<file path="src/rtl/multicycle_ctrl_if.sv">
// Memory bus between the multicycle controller and the unified
// instruction/data memory: request/strobe/address/size out, data/ready back.
interface multicycle_ctrl_if #(
   parameter int XLEN = 32
);
   logic            mem_req;
   logic            mem_wen;
   logic [XLEN-1:0] mem_addr;
   logic [2:0]      mem_func3;
   logic [XLEN-1:0] mem_rdata;
   logic            mem_ready;

   modport master (
      output mem_req, mem_wen, mem_addr, mem_func3,
      input  mem_rdata, mem_ready
   );

   modport slave (
      input  mem_req, mem_wen, mem_addr, mem_func3,
      output mem_rdata, mem_ready
   );
endinterface

</file>
<file path="src/rtl/multicycle_ctrl.sv">
// Multicycle control sequencer for the RV32I core. Owns PC and instruction
// register, walks each instruction through FETCH -> EXECUTE -> (MEMORY) and
// handshakes with a variable-latency memory. Misaligned accesses, misaligned
// branch/jump targets and illegal action codes divert through TRAP.
module multicycle_ctrl #(
   parameter int              XLEN        = 32,
   parameter logic [XLEN-1:0] RESET_PC    = '0,
   parameter logic [XLEN-1:0] TRAP_VECTOR = XLEN'(32'h100),
   parameter int              CNT_W       = 64
) (
   input  logic                clk,
   input  logic                reset,
   multicycle_ctrl_if.master   mem,
   input  logic [2:0]          action_type,
   input  logic [2:0]          func3,
   input  logic [XLEN-1:0]     pc_next,
   input  logic [XLEN-1:0]     immediate,
   input  logic [XLEN-1:0]     rs1_data,
   output logic                reg_wen,
   output logic [XLEN-1:0]     pc,
   output logic [31:0]         instruction,
   output logic                retire,
   output logic [CNT_W-1:0]    instret,
   output logic                trap,
   output logic [1:0]          trap_cause,
   output logic [XLEN-1:0]     trap_pc,
   output logic [XLEN-1:0]     trap_addr
);

   typedef enum logic [1:0] {
      S_FETCH,
      S_EXECUTE,
      S_MEMORY,
      S_TRAP
   } state_t;

   localparam logic [2:0] ACT_STORE  = 3'd0;
   localparam logic [2:0] ACT_LOAD   = 3'd1;
   localparam logic [2:0] ACT_BRANCH = 3'd2;
   localparam logic [2:0] ACT_JAL    = 3'd3;
   localparam logic [2:0] ACT_REG    = 3'd4;

   localparam logic [1:0] CAUSE_ILLEGAL = 2'd0;
   localparam logic [1:0] CAUSE_LOAD    = 2'd1;
   localparam logic [1:0] CAUSE_STORE   = 2'd2;
   localparam logic [1:0] CAUSE_TARGET  = 2'd3;

   state_t          state;
   state_t          state_nxt;
   logic [XLEN-1:0] ea;
   logic [XLEN-1:0] ea_calc;
   logic            ea_load;
   logic            ir_load;
   logic            trap_enter;
   logic [1:0]      cause_nxt;
   logic [XLEN-1:0] taddr_nxt;

   // Halfword needs bit 0 clear, word needs bits 1:0 clear, size 11 is never legal.
   function automatic logic misaligned(input logic [2:0] f3, input logic [1:0] a);
      logic bad;
      case (f3[1:0])
         2'b01:   bad = a[0];
         2'b10:   bad = (a != 2'b00);
         2'b11:   bad = 1'b1;
         default: bad = 1'b0;
      endcase
      return bad;
   endfunction

   assign ea_calc = rs1_data + immediate;

   // Next-state and all handshake/strobe outputs; everything forced low while reset is held.
   always_comb begin
      state_nxt     = state;
      mem.mem_req   = 1'b0;
      mem.mem_wen   = 1'b0;
      mem.mem_addr  = '0;
      mem.mem_func3 = 3'b000;
      reg_wen       = 1'b0;
      retire        = 1'b0;
      trap          = 1'b0;
      ea_load       = 1'b0;
      ir_load       = 1'b0;
      trap_enter    = 1'b0;
      cause_nxt     = CAUSE_ILLEGAL;
      taddr_nxt     = '0;
      if (!reset) begin
         unique case (state)
            S_FETCH: begin
               mem.mem_req   = 1'b1;
               mem.mem_addr  = pc;
               mem.mem_func3 = 3'b010;
               if (mem.mem_ready) begin
                  ir_load   = 1'b1;
                  state_nxt = S_EXECUTE;
               end
            end
            S_EXECUTE: begin
               case (action_type)
                  ACT_REG: begin
                     reg_wen   = 1'b1;
                     retire    = 1'b1;
                     state_nxt = S_FETCH;
                  end
                  ACT_JAL, ACT_BRANCH: begin
                     if (pc_next[1:0] != 2'b00) begin
                        trap_enter = 1'b1;
                        cause_nxt  = CAUSE_TARGET;
                        taddr_nxt  = pc_next;
                        state_nxt  = S_TRAP;
                     end else begin
                        reg_wen   = (action_type == ACT_JAL);
                        retire    = 1'b1;
                        state_nxt = S_FETCH;
                     end
                  end
                  ACT_LOAD, ACT_STORE: begin
                     ea_load = 1'b1;
                     if (misaligned(func3, ea_calc[1:0])) begin
                        trap_enter = 1'b1;
                        cause_nxt  = (action_type == ACT_LOAD) ? CAUSE_LOAD : CAUSE_STORE;
                        taddr_nxt  = ea_calc;
                        state_nxt  = S_TRAP;
                     end else begin
                        state_nxt = S_MEMORY;
                     end
                  end
                  default: begin
                     // No offending data address exists; record the PC instead.
                     trap_enter = 1'b1;
                     cause_nxt  = CAUSE_ILLEGAL;
                     taddr_nxt  = pc;
                     state_nxt  = S_TRAP;
                  end
               endcase
            end
            S_MEMORY: begin
               mem.mem_req   = 1'b1;
               mem.mem_addr  = ea;
               mem.mem_func3 = func3;
               mem.mem_wen   = (action_type == ACT_STORE);
               if (mem.mem_ready) begin
                  reg_wen   = (action_type == ACT_LOAD);
                  retire    = 1'b1;
                  state_nxt = S_FETCH;
               end
            end
            S_TRAP: begin
               trap      = 1'b1;
               state_nxt = S_FETCH;
            end
            default: state_nxt = S_FETCH;
         endcase
      end
   end

   // State register.
   always_ff @(posedge clk or posedge reset) begin
      if (reset) state <= S_FETCH;
      else       state <= state_nxt;
   end

   // PC: pc_next on retirement, trap vector when leaving TRAP.
   always_ff @(posedge clk or posedge reset) begin
      if (reset)                pc <= RESET_PC;
      else if (retire)          pc <= pc_next;
      else if (state == S_TRAP) pc <= TRAP_VECTOR;
   end

   // Instruction register and effective-address register.
   always_ff @(posedge clk or posedge reset) begin
      if (reset) begin
         instruction <= '0;
         ea          <= '0;
      end else begin
         if (ir_load) instruction <= mem.mem_rdata[31:0];
         if (ea_load) ea <= ea_calc;
      end
   end

   // Trap record, captured on the way into TRAP and held until the next trap.
   always_ff @(posedge clk or posedge reset) begin
      if (reset) begin
         trap_cause <= CAUSE_ILLEGAL;
         trap_pc    <= '0;
         trap_addr  <= '0;
      end else if (trap_enter) begin
         trap_cause <= cause_nxt;
         trap_pc    <= pc;
         trap_addr  <= taddr_nxt;
      end
   end

   // Retired-instruction counter, wraps naturally.
   always_ff @(posedge clk or posedge reset) begin
      if (reset)       instret <= '0;
      else if (retire) instret <= instret + CNT_W'(1);
   end

endmodule

</file>
<file path="src/flat_wrapper.sv">
// flat-port wrapper written by rule: the top's interface ports become plain ports
module multicycle_ctrl_flat 
#(
   parameter int              XLEN        = 32,
   parameter logic [XLEN-1:0] RESET_PC    = '0,
   parameter logic [XLEN-1:0] TRAP_VECTOR = XLEN'(32'h100),
   parameter int              CNT_W       = 64
)
  (clk, reset, action_type, func3, pc_next, immediate, rs1_data, reg_wen, pc, instruction, retire, instret, trap, trap_cause, trap_pc, trap_addr, mem_mem_req, mem_mem_wen, mem_mem_addr, mem_mem_func3, mem_mem_rdata, mem_mem_ready);
  multicycle_ctrl_if #(.XLEN(XLEN)) mem_i ();
  input  logic clk;
  input  logic reset;
  input  logic [2:0] action_type;
  input  logic [2:0] func3;
  input  logic [XLEN-1:0] pc_next;
  input  logic [XLEN-1:0] immediate;
  input  logic [XLEN-1:0] rs1_data;
  output logic reg_wen;
  output logic [XLEN-1:0] pc;
  output logic [31:0] instruction;
  output logic retire;
  output logic [CNT_W-1:0] instret;
  output logic trap;
  output logic [1:0] trap_cause;
  output logic [XLEN-1:0] trap_pc;
  output logic [XLEN-1:0] trap_addr;
  output wire logic [$bits(mem_i.mem_req)-1:0] mem_mem_req;
  output wire logic [$bits(mem_i.mem_wen)-1:0] mem_mem_wen;
  output wire logic [$bits(mem_i.mem_addr)-1:0] mem_mem_addr;
  output wire logic [$bits(mem_i.mem_func3)-1:0] mem_mem_func3;
  input wire logic [$bits(mem_i.mem_rdata)-1:0] mem_mem_rdata;
  input wire logic [$bits(mem_i.mem_ready)-1:0] mem_mem_ready;
  assign mem_mem_req = mem_i.mem_req;
  assign mem_mem_wen = mem_i.mem_wen;
  assign mem_mem_addr = mem_i.mem_addr;
  assign mem_mem_func3 = mem_i.mem_func3;
  assign mem_i.mem_rdata = mem_mem_rdata;
  assign mem_i.mem_ready = mem_mem_ready;
  multicycle_ctrl #(.XLEN(XLEN), .RESET_PC(RESET_PC), .TRAP_VECTOR(TRAP_VECTOR), .CNT_W(CNT_W)) u_core (.clk(clk), .reset(reset), .mem(mem_i), .action_type(action_type), .func3(func3), .pc_next(pc_next), .immediate(immediate), .rs1_data(rs1_data), .reg_wen(reg_wen), .pc(pc), .instruction(instruction), .retire(retire), .instret(instret), .trap(trap), .trap_cause(trap_cause), .trap_pc(trap_pc), .trap_addr(trap_addr));
endmodule
</file>
<file path="config.mk">
export PLATFORM = sky130hd
export DESIGN_NAME = multicycle_ctrl_flat
export DESIGN_NICKNAME = d
export VERILOG_FILES = /design/src/rtl/multicycle_ctrl_if.sv /design/src/rtl/multicycle_ctrl.sv /design/src/flat_wrapper.sv
export SDC_FILE = /design/constraint.sdc
export NUM_CORES = 1
export LEC_CHECK = 0
export CORE_AREA = 2 2 139 209
export DETAILED_ROUTE_END_ITERATION = 8
export DIE_AREA = 0 0 141 211
export GPL_TIMING_DRIVEN = 1
export PLACE_DENSITY = 0.77
export REMOVE_ABC_BUFFERS = 1
export SYNTH_ARGS = -nofsm -noshare
export SYNTH_HDL_FRONTEND = slang
export SYNTH_SLANG_ARGS = --single-unit
export TNS_END_PERCENT = 5
</file>
<file path="constraint.sdc">
create_clock -name clk -period 9.1 [get_ports clk]
set_input_delay 2.275 -clock clk [delete_from_list [all_inputs] [get_ports clk]]
set_output_delay 2.275 -clock clk [all_outputs]
set_load 0.02 [all_outputs]
</file>
==> flow_summary_export.csv <==
group,metric,value,unit
setup_path,cp_max_fo,12,
setup_path,critPathCaptureType,"output pin",
logic_synthesis,syn_area_per_cell,9.51,sq um
finish,final_cells,1956,
setup_path,r2r-start,"u_core.state[1]",
finish,fin_nets,1766,
logic_synthesis,ys_seq_area_share,48.1,%
grt,grt_antenna_before_repair,2,
hold_path,whs_path_depth,2,
clock_tree,htreeDepth,1,
logic_synthesis,synth_edf_count,0,
setup_path,crit_required,6830,ps
finish,area_growth,41.0,%
floorplanning,die_height,211,um
floorplanning,die-area,29800,sq um
grt,grt_max_degree,87,
clock_tree,post-cts-setup-buffers,0,
grt,grt_use_met1,29.3,%
clock_tree,postCtsHoldBufs,0,
setup_path,cp_slowest_cell,"clkdlybuf4s50_1",
timing,rsz0062_at_grt,"no",
placed_design,hpwl,28900,um
logic_synthesis,synth_flop_cell,"dfrtp_1",
logic_synthesis,synthDistinctLibCells,60,
timing,maxSlewViolCount,0,
hold_path,min_path_type,"reg -> reg",
clock_tree,cts_resized,0,
logic_synthesis,synth-async-reset-ratio,100,%
clock_tree,cts_made_buffers,24,
drt,drtIter0Drc,591,
drt,post_drt_via_cell_ratio,5.52,
logic_synthesis,netlist_area,11900,sq um
pwr,power_density,262,nW/um^2
clock_tree,clockBufferDepth,3,
grt,met2_usage,48.4,%
floorplanning,initial_core_util,42.6,%
clock_tree,clock-sinks,228,
clock_tree,cts_tree,"done",
setup_path,cp-start-kind,"primary input",
placed_design,gp_congestion,0.938,
grt,grt.overflow.total,0,
logic_synthesis,ys.warnings.count,0,
floorplanning,rows,75,
placed_design,portBuffers,370,
timing,finalSetupViolCount,0,
drt,vias,10800,
setup_path,r2r_slack,5820,ps
timing,hold_viol,0,
grt,grt_pass1_wl,60500,um
grt,grt_util_all_layers,25.9,%
finish,layout-drive-gt1-share,7.84,%
grt,grt_busiest_layer,"met2",
pwr,ir_worst_vdd,175,uV
setup_path,path_cells,"clkdlybuf4s50_1, nor4b_1, o21ai_1, a211o_1, inv_2, clkdlybuf4s50_1",
grt,grt_use_met3,4.26,%
logic_synthesis,ys_seq_elements,228,
placed_design,place_inst,1912,
timing,finalCriticalPeriod,7330,ps
drt,wirelength,39900,um
clock_tree,clock_latency,530,ps
floorplanning,core,27900,sq um
hold_path,hold_start,"u_core.trap_pc[7]",
floorplanning,io_pins,371,
drt,ant_nets,0,
setup_path,reg2reg_to,"u_core.trap_addr[18]",
finish,final_cell_mix,"370 x clkdlybuf4s50_1, 228 x dfrtp_1, 226 x nand2_1",
drt,drc,0,
hold_path,min_to,"u_core.trap_pc[7]",
clock_tree,cts.clk_slew.worst_paths,60,ps
timing,finClkSkew,20.3,ps
setup_path,reg2reg_depth,7,
timing,fmax,136,MHz
setup_path,critPathMaxStageDelay,710,ps
clock_tree,cts-root-buf,"clkbuf_16",
timing,finalCritPeriodShare,80.5,%
setup_path,crit_arrival,5050,ps
grt,grt_pass1_vias,10800,
drt,drtPass1Iterations,5,
floorplanning,die_x,141,um
job,cap_violations,0,
timing,relSlewSlack,25.6,%
pwr,p_leak,7.21,nW
timing,tightest_slew,1120,ps
finish,final_common_cell,"clkdlybuf4s50_1",
drt,avgRoutedWirePerCell,20.4,um
setup_path,crit_type,"in -> out",
pwr,power,4.39,mW
logic_synthesis,synthCells,1247,
setup_path,path_common_cell,"clkdlybuf4s50_1",
outcome,status,"complete, no violations",
[how the worst max path moves through the flow]
stage              startpoint              endpoint  slack (ps)  depth (start not counted)
6_report       action_type[1]                retire        1770                          6
2_1_floorplan           reset  u_core.trap_addr[23]        -170                          6
4_1_cts        action_type[1]                retire        1840                          6
5_1_grt        action_type[1]                retire        1670                          6
3_3_place_gp   action_type[1]                retire        1920                          6
3_5_place_dp   action_type[1]                retire        1860                          6
[logic make-up (layout without fill, tap and decap cells)]
kind of cell,after synthesis,in the layout,synth area share [%]
mux,50,50,4.73
flops,228,228,48.1
fa+ha+maj,37,37,3.97
buf+inv,86,447,2.88
compound gates,258,258,14.1
xor+xnor,91,91,6.72
other cells,0,2,0
simple gates,497,497,19.5
[Yosys cell counts (9+ instances only)]
master,n,area [sq um]
nand3_1,34,170
or3_1,9,56.3
and3_1,14,87.6
nand4_1,12,75.1
a21o_1,11,82.6
nor2_1,86,323
a22o_1,33,289
a21oi_1,63,315
xnor2_1,51,447
a221oi_1,13,114
nand2b_1,34,213
a211oi_1,9,67.6
clkbuf_1,57,214
inv_1,21,78.8
dfrtp_1,228,5710
o21ai_0,75,375
xor2_1,40,350
nor3_1,32,160
and2_1,9,56.3
ha_1,36,450
mux2_2,48,541
nand2_1,227,852
nor2b_1,9,56.3
[power breakdown]
part	internal (mW)	total [mW]	switching (mW)
Clock	0.624	1.04	0.420
Sequential	1.34	1.57	0.230
Combinational	0.824	1.78	0.953
[worst max-delay path, delay by kind of cell]
kind | cells | cell delay (ps)
buffers and inverters | 3 | 1530
and+or+nand+nor | 1 | 580
AOI/OAI and AO/OA | 2 | 660
[stage by stage]
stage	instance area, sq um	utilization (%)	hold slack (ps)	TNS [ps]	worst slack (ps)
floorplan	11600	-	451	-197	-166
global placement	15900	57.0	449	0	1920
detailed placement	15900	57.0	455	0	1860
CTS	16700	60.0	469	0	1840
global route	16700	60.0	489	0	1670
finish	16700	60.0	466	0	1770
[layer usage]
layer	wire length, um	part of all wire [%]	vias up
met4	1490	3.7	0
met2	21100	53	388
li1	-	-	5032
met5	0	0	-
met1	15000	38	5286
met3	2310	5.8	82
[sequential cells by signal (all words and copies together) (netlist names)]
signal / count
u_core.instret: 64
u_core.ea: 32
u_core.instruction: 32
u_core.pc: 32
u_core.trap_addr: 32
u_core.trap_pc: 32
u_core.state: 2
u_core.trap_cause: 2
[layout make-up]
class,instances,area [sq um]
multi-input cells,933,5860
repair buffers,384,3810
clock buffers,32,661
inverters,21,86.3
fillers,2417,11100
well taps,346,433
flip-flops and latches,228,5710
diodes,2,5.00
clock inverters,10,165
Note: power is estimated with default switching activity, not from simulation.
